**src/rtl/param_counter_pkg.sv**
```systemverilog
// Shared constants and helpers for the parametrised up/down counter.
package param_counter_pkg;

   localparam logic DIR_UP    = 1'b1;
   localparam logic DIR_DOWN  = 1'b0;
   localparam logic MODE_WRAP = 1'b0;
   localparam logic MODE_SAT  = 1'b1;

   // Widest count the Gray helper supports; callers cast down to their width.
   localparam int GRAY_MAX_W = 32;

   function automatic logic [GRAY_MAX_W-1:0] gray_enc(input logic [GRAY_MAX_W-1:0] v);
      return v ^ (v >> 1);
   endfunction

endpackage

```
**src/rtl/tick_prescaler.sv**
```systemverilog
// Divides the enable stream: one tick every PRESCALE enabled clocks.
module tick_prescaler #(
   parameter int PRESCALE = 1
) (
   input  logic clk,
   input  logic rst,
   input  logic en,
   input  logic clr,
   output logic tick
);

   localparam int PW = (PRESCALE > 1) ? $clog2(PRESCALE) : 1;
   localparam logic [PW-1:0] LAST = PW'(PRESCALE - 1);

   logic [PW-1:0] phase_q, phase_d;

   // With PRESCALE=1 the phase never leaves 0, so tick degenerates to en.
   assign tick = en & ~clr & (phase_q == LAST);

   always_comb begin
      phase_d = phase_q;
      if (clr)
         phase_d = '0;
      else if (en)
         phase_d = tick ? '0 : phase_q + 1'b1;
   end

   always_ff @(posedge clk or negedge rst) begin
      if (!rst) phase_q <= '0;
      else      phase_q <= phase_d;
   end

endmodule

```
**src/rtl/param_sync_counter.sv**
```systemverilog
// Parametrised up/down counter with load, wrap/saturate, prescaler,
// Gray output, terminal-count flag and a registered wrap pulse.
module param_sync_counter
   import param_counter_pkg::*;
#(
   parameter int WIDTH    = 4,
   parameter int MODULUS  = 16,
   parameter int PRESCALE = 1
) (
   input  logic             clk,
   input  logic             rst,
   input  logic             en,
   input  logic             dir,
   input  logic             sat,
   input  logic             load,
   input  logic [WIDTH-1:0] load_val,
   output logic [WIDTH-1:0] count,
   output logic [WIDTH-1:0] gray,
   output logic             tc,
   output logic             wrap
);

   if (WIDTH < 2 || WIDTH > GRAY_MAX_W) begin : g_bad_width
      $error("param_sync_counter: WIDTH out of range");
   end
   if (MODULUS < 2 || longint'(MODULUS) > (64'd1 << WIDTH)) begin : g_bad_mod
      $error("param_sync_counter: MODULUS must be in 2..2**WIDTH");
   end
   if (PRESCALE < 1) begin : g_bad_pre
      $error("param_sync_counter: PRESCALE must be >= 1");
   end

   localparam logic [WIDTH-1:0] MAX = WIDTH'(MODULUS - 1);

   logic [WIDTH-1:0] count_q, count_d;
   logic             wrap_q, wrap_d;
   logic             tick, at_max, at_zero;

   tick_prescaler #(.PRESCALE(PRESCALE)) u_presc (
      .clk  (clk),
      .rst  (rst),
      .en   (en),
      .clr  (load),
      .tick (tick)
   );

   assign at_max  = (count_q == MAX);
   assign at_zero = (count_q == '0);
   assign tc      = (dir == DIR_DOWN) ? at_zero : at_max;
   assign gray    = WIDTH'(gray_enc(GRAY_MAX_W'(count_q)));
   assign count   = count_q;
   assign wrap    = wrap_q;

   always_comb begin
      count_d = count_q;
      wrap_d  = 1'b0;
      if (load) begin
         count_d = (load_val > MAX) ? MAX : load_val;
      end else if (tick) begin
         if (dir == DIR_UP) begin
            if (!at_max)              count_d = count_q + 1'b1;
            else if (sat == MODE_WRAP) begin
               count_d = '0;
               wrap_d  = 1'b1;
            end
         end else begin
            if (!at_zero)             count_d = count_q - 1'b1;
            else if (sat == MODE_WRAP) begin
               count_d = MAX;
               wrap_d  = 1'b1;
            end
         end
      end
   end

   always_ff @(posedge clk or negedge rst) begin
      if (!rst) begin
         count_q <= '0;
         wrap_q  <= 1'b0;
      end else begin
         count_q <= count_d;
         wrap_q  <= wrap_d;
      end
   end

endmodule

```
**config.mk**
```make
export PLATFORM = sky130hd
export DESIGN_NAME = param_sync_counter
export DESIGN_NICKNAME = d
export VERILOG_FILES = /design/src/rtl/param_counter_pkg.sv /design/src/rtl/tick_prescaler.sv /design/src/rtl/param_sync_counter.sv
export SDC_FILE = /design/constraint.sdc
export NUM_CORES = 1
export LEC_CHECK = 0
export CORE_AREA = 2 2 39 41
export DETAILED_ROUTE_END_ITERATION = 8
export DIE_AREA = 0 0 41 43
export GPL_TIMING_DRIVEN = 0
export MAX_ROUTING_LAYER = met4
export PLACE_DENSITY_LB_ADDON = 0.1
export SETUP_SLACK_MARGIN = 0.3
export SYNTH_ARGS = -nofsm -noshare
export SYNTH_HDL_FRONTEND = slang
export SYNTH_SLANG_ARGS = --single-unit
export TNS_END_PERCENT = 50
```
**constraint.sdc**
```tcl
create_clock -name clk -period 4.3 [get_ports clk]
set_clock_uncertainty 0.05 [all_clocks]
set_input_delay 0.43 -clock clk [delete_from_list [all_inputs] [get_ports clk]]
set_output_delay 0.43 -clock clk [all_outputs]
set_load 0.05 [all_outputs]
```
### After elaboration in Yosys (flattened, before gate mapping)

Index checks and enable logic that the tools add are counted.

* register bits: 6
* input port bits: 10
* output and inout bits: 10
* word-level logic and storage cells: 37

* $add $sub $neg: 3
* $lt $le $gt $ge: 1
* eq/ne operators: 3
* multiplexer cells: 18
* bitwise logic cells: 5
* reductions and logical operators: 4

Operators by type and width (number)
* $mux 4: 8
* $mux 1: 10
* $ne 4x4->1 const B: 2
* $add 4x1->4 const B: 1
* $eq 4x4->1 const B: 1
* $gt 4x4->1 const B: 1
* $logic_not 4->1: 1
* $reduce_bool 2->1: 2
* $sub 4x1->4 const B: 1
* $xor 4x3->4: 1
* $reduce_and 3->1: 1
* $and 1x1->1: 2
* $not 1->1: 2
* $add 1x1->1 const B: 1

### Longest topological paths before layout

* depth in word-level cells: 6
* depth in mapped cells: 6
* mapped depth without buffers: 6

### Hierarchy

Synthesis repeated with hierarchy kept, for this count alone.

* cell total of the unflattened synthesis: 58
* area total of the unflattened synthesis: 569.3 um^2

By module, submodules not included
* param_sync_counter: times used 1, cells an instance 55, area each 529.3 um^2, sequential area each 125.1 um^2
* tick_prescaler: times used 1, cells an instance 3, area each 40.0 um^2, sequential area each 25.0 um^2

### Least setup slack after synthesis

Ideal clock, no wire load.

* kind: reg2out
* from: reg count_q[2] (netlist: count[2])
* to: out tc
* data arrival time: 1.522 ns
* data required time: 3.820 ns
* slack: 2.298 ns
* stages on the path, launching flop included: 5
* path buffers: 0
* cell sequence: dfrtp_1 > inv_1 > ha_1 > nand3b_1 > nand2_1

* longest elaborated chain between the ends: 2
* elaborated cells on any way between the ends: 3
* classes of those cells: eq/ne (1); mux (1); reduce/logical (1)

RTL lines
* from (decl): line param_sync_counter.sv:35 `logic [WIDTH-1:0] count_q, count_d;`
* from (signal assigned): line param_sync_counter.sv:81 `count_q <= count_d;`
* $eq 4x4->1 or $logic_not 4->1 (tied branches): line param_sync_counter.sv:47, param_sync_counter.sv:48
* $mux 1 (*): line param_sync_counter.sv:49 `assign tc = (dir == DIR_DOWN) ? at_zero : at_max;`
* to (decl): line param_sync_counter.sv:19 `output logic tc,`

Mark *: on every way between the ends. The rest lies on a longest branch, timed or not.

### Final worst setup path

* from: in dir
* to: out tc

* longest elaborated chain between the ends: 1

RTL lines
* from (decl): line param_sync_counter.sv:13 `input logic dir,`
* $mux 1: line param_sync_counter.sv:49

Every way passes these cells.

==> summary.md <==
| Metric | Value |
|---|---|
| Status | finished, final reports clean |
| Leak Pwr | 0.3603 nW |
| CTS max path bufs | 2 |
| Setup crit start kind | input pin |
| CTS tree | yes |
| Share of cells above drive strength 1 | 13.10% |
| Worst setup path category | input pin to output port |
| TritonCTS Buffers | 3 |
| Initial core utilization | 41.23% |
| Antenna Cells | 0 |
| Sw power | roughly 0.00011 W |
| # setup viols final | 0 |
| Die Width | roughly 41 um |
| Hold_buf cts | 0 |
| RePlAce Congestion | 0.6989 |
| Post-Syn Nets | 79 |
| Num rows | 14 |
| Warnings, synthesis | 0 |
| Final hold vios | 0 |
| CP max FO | 10 |
| Post-Route M1 WL | around 570 um |
| Crit. End Element | output port |
| Internal | roughly 0.00015 W |
| Crit path required time | 3.82 ns |
| Met3 Routed Length | 43 um |
| Synth top area share | 26.32% |
| Via density | 5.280 |
| RSZ-0062 raised after global routing | false |
| Layout Nets | 103 |
| Final period util | 61.41% |
| Initial antenna violation count | 0 |
| Die area | 1763 um2 |
| CTS resizes | 0 |
| Peak supply drop | roughly 0.18 mV |
| Seq/Total Area, Yosys | between 20% and 30% |
| Power Density | about 320 nW/um2 |
| Gr usage total | 16.91% |
| Worst slew pin tran | between 0.4 and 0.5 ns |
| Leading cell type in the layout, fill and taps excluded | clkdlybuf4s50_1 |
| Largest net degree at the start of global routing | 11 |
| Seq cells post-synth | 6 |
| Total grt overflow | 0 |
| DRC | 0 |
| Post-Syn Area | 570.5 um2 |
| Worst slew margin | between 60 and 70% |
| Floorplan die height | 43 um |
| Setup TNS | 0 ns |
| Clock share of power | 19.8% |
| Sink Count | 6 |
| Pre-antenna DRT Iters | 4 |
| Largest cells by area after synthesis | dfrtp_1, ha_1, buf_6, inv_1, nor2_1 |
| Syn avg cell area | 9.202 um2 |
| 1st-iter DRT viols | 8 |
| Htree depth | 1 |
| Final Max Tran Viols | 0 |
| Power Total | 0.0002574 W |
| Ports | 20 |
| Max-capacitance violation count | 0 |
| HPWL Detailed | 987.5 um |
| Dpl cells | 97 |
| Switching portion of total power | about 43% |
| Vias in the first global route | 494 |
| Routed WL | 1208 um |
| Routed length per instance | around 12 um |
| Post-synth top area cell | dfrtp_1 |
| First-pass GRT wire length | 2042 um |
| Routed wl met2 | 585 um |
| Comb power frac | 53.1% |
| Port bufs | 19 |
| Core Footprint | approximately 1400 um2 |
| Antenna Violating Nets Remaining | 0 |
| DR top layer | met4 |
| WP data arrival | 2.16 ns |
| Fmax | 0.3787 GHz |
| Worst min path class | input pin to async pin |
| Clk slew on worst S/H paths | approximately 0.050 ns |
| Setup Buffers After CTS | 0 |
| Share of power burned in registers | 27.1% |
| Root Driver | clkbuf_4 |
| Yosys cell types | 34 |
| Vias after detailed routing | 528 |
| Synth Instances | 62 |
| Most frequent cells in the layout | clkdlybuf4s50_1, ha_1, dfrtp_1, inv_1, nor2_1 |
| Finished Layout Cells | 100 |
| Worst-skew pair later-pin latency | 0.24 ns |
| Area Overhead vs Synth | 40.79% |
| Min Tclk post-route | 2.641 ns |
==> kinds of logic after synthesis <==
logic type                 Yosys count  share of synthesized area, %
and+or+nand+nor                     26                         28.07
buffers and inverters                8                         8.553
AOI/OAI and AO/OA                   14                         19.95
DFF                                  6                         26.32
muxes                                1                         1.754
adders and majority gates            7                         15.35
==> worst max-delay path: stages <==
cell and delay (ns):
clkdlybuf4s50_1 0.48, buf_6 0.18, nand3b_1 0.18, nand2_1 0.09, clkdlybuf4s50_1 0.80
==> flip-flops by register name, indices dropped and copies added, names as in the netlist <==
signal / cells
u_presc.phase_q: 1
count: 4
wrap: 1
==> area by class of cell <==
cell class	count	area [um2]
Buffer	3	30.03
Clock buffer	3	22.52
Fill cell	150	580.6
Inverter	5	18.77
Multi-Input combinational cell	48	371.6
Sequential cell	6	150.1
Tap cell	16	20.02
Timing Repair Buffer	19	190.2
==> synth_stat cells, drive strengths merged <==
cell type	n
nand3b	2
o221ai	1
nor2	5
a21oi	3
or3b	1
a41oi	1
mux2i	1
inv	5
ha	7
a221oi	1
buf	3
o21ai	2
a21boi	2
nand2	3
nand4b	1
a21o	1
a31oi	1
nor3b	1
nand2b	1
o311ai	1
a2111oi	1
and2b	1
nor2b	2
and2	1
nand3	2
and3b	2
nor3	1
dfrtp	6
and3	1
nand4	2
==> power groups by stage <==
stage / sequential [W] / combinational (W) / clock, W
floorplan: 0.0000850 / 0.0000807 / 0
global placement: 0.0000703 / 0.000136 / 0
detailed placement: 0.0000704 / 0.000138 / 0
CTS: 0.0000697 / 0.000138 / 0.0000522
global route: 0.0000710 / 0.000148 / 0.0000540
finish: 0.0000698 / 0.000137 / 0.0000509
==> routing by layer <==
metal	track usage [%]	up-vias
li1	-	270
met1	21.12	244
met2	27.19	12
met3	1.571	2
met4	6.000	0
met5	-	-
==> per-stage QoR <==
stage / utilization [%] / hold WS (ns) / area (um2) / worst slack [ns]
2_1_floorplan: - / 0.08441 / 570.5 / 2.298
3_3_place_gp: 56.42 / 0.4752 / 780.7 / 1.678
3_5_place_dp: 56.42 / 0.4777 / 780.7 / 1.661
4_1_cts: 58.05 / 0.3888 / 803.3 / 1.652
5_1_grt: 58.05 / 0.4128 / 803.3 / 1.601
6_report: 58.05 / 0.3802 / 803.3 / 1.659
==> path summary, 6_finish.rpt <==
path / cells past startpoint / startpoint / slack, ns / to
worst max register to register: 6 / count[2] / 2.53 / count[2]
worst min-delay path: 1 / rst / 0.38 / count[3]
min in group clk: 1 / u_presc.phase_q / 0.48 / u_presc.phase_q
worst max-delay path: 5 / dir / 1.66 / tc
worst min register to register: 1 / u_presc.phase_q / 0.48 / u_presc.phase_q
max in group asynchronous: 1 / rst / 3.60 / u_presc.phase_q
No activity file was read; power rests on OpenSTA's default activity.
==> patch 1, RTL diff (config.mk and constraints unchanged) <==
Make the reset (`rst`) synchronous in 2 clocked blocks.
--- a/src/rtl/tick_prescaler.sv
+++ b/src/rtl/tick_prescaler.sv
@@ -25,7 +25,7 @@
          phase_d = tick ? '0 : phase_q + 1'b1;
    end
 
-   always_ff @(posedge clk or negedge rst) begin
+   always_ff @(posedge clk) begin
       if (!rst) phase_q <= '0;
       else      phase_q <= phase_d;
    end
--- a/src/rtl/param_sync_counter.sv
+++ b/src/rtl/param_sync_counter.sv
@@ -73,7 +73,7 @@
       end
    end
 
-   always_ff @(posedge clk or negedge rst) begin
+   always_ff @(posedge clk) begin
       if (!rst) begin
          count_q <= '0;
          wrap_q  <= 1'b0;
Function: differs if rst is asserted again (counterexample within 4 cycles, from zero or initial values and one cycle with rst low); with rst held inactive, the same outputs for 10 cycles.
==> patch 1 against the original RTL <==
- cell area fell by 4.5%
- highest routed layer unchanged
- critical path type is now flop to output pin
- sequential cell count unchanged
- worst setup slack better by 42 ps
- largest cell class unchanged
- total power is 13% lower
- routed wire length is 5.4% lower
- area after synthesis decreased by 4.6%
==> patch 1: results (changes against the original RTL) <==
* Status: completed
* Vias at 491 (-7.0%)
* Pre-CTS WS at 1950 ps (+285 ps)
* Gpl congestion at 0.675 (-3.4%)
* R2R depth at 6 (unchanged)
* Gr usage total at 15.6% (-1.4 points)
* Hpwl dp at 920 um (-6.8%)
* Asr flop ratio synth at 0% (-100 points)
* Vias per cell at 5.11 (-3.1%)
* Flop2flop setup slack at 2580 ps (+50 ps)
* Syn. warnings at 0 (unchanged)
* Largest net degree at the start of global routing at 11 (unchanged)
* Avg Inst Size Synth at 9.22 um2 (+0.25%)
* Syn nets at 76 (-3.8%)
* Top_reg_cell synth: dfxtp_1
* Sequential fraction of the synthesis area at 22.1% (-4.2 points)
* P_leak at 0.000329 uW (-8.8%)
* Inst Count DP at 93 (-4.1%)
* Crit path max fanout at 5 (-5)
* Resize count post-CTS at 0 (unchanged)
* Sw Share at 39.8% (-3.5 points)
* Hold WC Path Type: flop to flop
* Reg2Reg Capture Point: count[3]
* Layout cell share with drive strength beyond 1 at 15.0% (+1.9 points)
* DRT Pass-1 Iters at 4 (unchanged)
* CTS HTree Levels at 1 (unchanged)
* Max IR drop VDD at 0.174 mV (-5.6%)
* Number of DRC markers in iteration 0 at 8 (unchanged)
* Number of port buffers at 18 (-1)
* Yosys cell types at 28 (-18%)
* Per-cell routed wire length at 11.9 um (-1.4%)
* Vias in the first global route at 470 (-4.9%)
* Worst-margin pin slew at 497 ps (+5.35 ps)
* # fillers at 147 (-2.0%)
* Clock root buffer: clkbuf_4
* Reg2Reg Launch Point: count[0]
* Nets at 99 (-3.9%)
* First-pass GRT wire length at 1810 um (-11%)
* Synth cell count leaders: ha_1 (7), dfxtp_1 (6), inv_1 (6), mux2i_1 (4), nand3_1 (4)
* Area contributors post-synth: dfxtp_1 (22%), ha_1 (16%), mux2i_1 (7.4%)
* CP Launch Point: count[2]
-- patch 1: worst max-delay path by stage --
stage | to | slack, ps
after global placement | tc | 1960
after floorplan | count[1] | 2310
after CTS | tc | 1680
final | tc | 1700
after detailed placement | tc | 1950
after global routing | tc | 1610
-- patch 1: kinds of logic (layout without fill, tap and decap cells) --
family / after synthesis / after routing / synth area share (%)
buffers and inverters: 8 / 29 / 7.59
muxes: 4 / 4 / 7.36
and+or+nand+nor: 16 / 16 / 24.4
adders and majority gates: 7 / 7 / 16.1
AOI/OAI and AO/OA: 18 / 18 / 22.5
DFF: 6 / 6 / 22.1
-- patch 1: area by class of cell --
cell class | count | share of cell area (%)
multi-input cells | 45 | 49.9
repair buffers | 18 | 23.5
flip-flops and latches | 6 | 15.7
clock buffers | 3 | 2.94
inverters | 6 | 2.94
well taps | 16 | 2.61
plain buffers | 2 | 2.45
-- patch 1: per-layer routing --
layer  global-route usage, %  part of all wire [%]  vias up
met5                       -                     0        -
met4                    10.0                  0.70        0
met3                    1.57                   2.8        2
li1                        -                     -      259
met1                    17.4                    46      220
met2                    24.7                    51       10
-- patch 1: power groups by stage --
stage          Clock [uW]  Combinational [uW]  Sequential (uW)
2_1_floorplan           0                65.1             75.9
3_3_place_gp            0                 107             65.5
3_5_place_dp            0                 109             65.7
4_1_cts              52.5                 109             64.6
5_1_grt              53.9                 115             65.3
6_report             50.6                 108             64.5
-- patch 1: metrics by stage --
step	cell area (um2)	hold WS, ps
finish	767	428
global route	767	436
CTS	767	431
detailed placement	744	425
global placement	744	416
floorplan	544	405
-- patch 1: critical path: stages, from the launching register on --
cell and delay, ps:
dfxtp_1 340, inv_1 130, ha_1 310, nand2_1 120, o21ai_2 150, clkdlybuf4s50_1 820
==> patch 2, RTL diff (same flow settings) <==
Without the edit above. `WIDTH`: 4 -> 6.
--- a/src/rtl/param_sync_counter.sv
+++ b/src/rtl/param_sync_counter.sv
@@ -3,7 +3,7 @@
 module param_sync_counter
    import param_counter_pkg::*;
 #(
-   parameter int WIDTH    = 4,
+   parameter int WIDTH    = 6,
    parameter int MODULUS  = 16,
    parameter int PRESCALE = 1
 ) (
Interface: changed (resized count, gray and load_val); port bits go from 20 to 26. The function was not compared with the original's and may differ.
==> patch 2 against the original RTL <==
- sequential share of layout area rose by 0.066 points
- cell area up 33%
- fmax shrank 8.2%
- area after synthesis up 37%
- sequential cell count grew 2
- total power rose by 64%
- routed wire length is 52% higher
- worst setup slack worse by 240 ps
==> patch 2: results (changes against the original RTL) <==
* Status: completed
* Syn nets at 112 (+42%)
* XOR/XNOR Fraction of Synth Area at 3.35% (+3.3 points)
* Flop2flop setup slack at 2330 ps (-200 ps)
* Sw Share at 49.3% (+6.1 points)
* Fraction of the mapped netlist area in adder cells at 17.5% (+2.2 points)
* Crit path to: tc
* Final worst-path cycle share at 66.9% (+5.5 points)
* Number of port buffers at 24 (+5)
* Vias at 767 (+45%)
* Number of DRC markers in iteration 0 at 15 (+7)
* Max reg flops at 6 (+2)
* Detailed-route wire length at 1840 um (+52%)
* Nets at 141 (+37%)
* Total internal power at 214 uW (+47%)
* Cell count after synthesis at 89 (+44%)
* Fraction of the mapped netlist area in compound gates at 24.7% (+4.8 points)
* Gr usage total at 24.3% (+7.4 points)
* Reg2Reg Capture Point: count[5]
* Hold WC Path Type: input port to flop
* Vias in the first global route at 680 (+38%)
* Pre-CTS WS at 1650 ps (-11.3 ps)
* Hold path depth at 2
* Worst-margin pin slew at 502 ps (+10.6 ps)
* P_leak at 0.000448 uW (+24%)
* WHS Endpoint: count[4]
* Gpl congestion at 0.831 (+19%)
* Hpwl dp at 1500 um (+52%)
* Area contributors post-synth: dfrtp_1 (26%), ha_1 (18%), a21oi_1 (4.5%)
* Mux contribution to synthesized area at 0% (-1.8 points)
* First-pass GRT wire length at 2810 um (+38%)
* Reg2Reg Launch Point: count[0]
* DRT Pass-1 Iters at 4 (unchanged)
* Crit path max fanout at 5 (-5)
* Arrival time worst endpoint at 2400 ps (+240 ps)
* Post-CTS setup buffers at 0 (unchanged)
* Inst Count DP at 129 (+33%)
* CTS HTree Levels at 1 (unchanged)
* Max IR drop VDD at 0.350 mV (+90%)
* Sequential fraction of the synthesis area at 25.5% (-0.80 points)
* Resize count post-CTS at 0 (unchanged)
* Vias per cell at 5.81 (+10%)
* Synth cell count leaders: ha_1 (11), dfrtp_1 (8), inv_1 (8), a21oi_1 (7), nand2_1 (6)
* Gate power share at 63.1% (+10 points)
* Layout cell share with drive strength beyond 1 at 12.1% (-1.0 points)
* Largest net degree at the start of global routing at 11 (unchanged)
* R2R depth at 7 (+1)
* Dpl cell area at 1040 um2 (+34%)
* Residual DRC at 0 (unchanged)
* Clock Power Share at 13.4% (-6.4 points)
* WHS at 393 ps (+12.6 ps)
* CP Launch Point: count[3]
* Worst-Skew Late Latency at 250 ps
patch 2: worst max-delay path, cell delays in order (launching register included):
cell	delay [ps]
dfrtp_1	430
inv_1	200
ha_1	290
and4b_4	300
or2_2	130
clkdlybuf4s50_1	790
patch 2: final cells by class:
class | instances | area [um2]
Multi-Input combinational cell | 70 | 534
Fill cell | 112 | 317
Timing Repair Buffer | 24 | 240
Sequential cell | 8 | 200
Inverter | 8 | 30.0
Clock buffer | 3 | 22.5
Buffer | 3 | 20.0
Tap cell | 16 | 20.0
patch 2: layer usage:
| layer | vias to the layer above | wire length, um | part of all wire (%) | track usage, % |
|---|---|---|---|---|
| met5 | - | 0 | 0 | - |
| met4 | 0 | 50 | 2.7 | 12.7 |
| met3 | 6 | 55 | 3.0 | 3.14 |
| met2 | 23 | 924 | 50 | 38.1 |
| met1 | 357 | 805 | 44 | 28.8 |
| li1 | 381 | - | - | - |
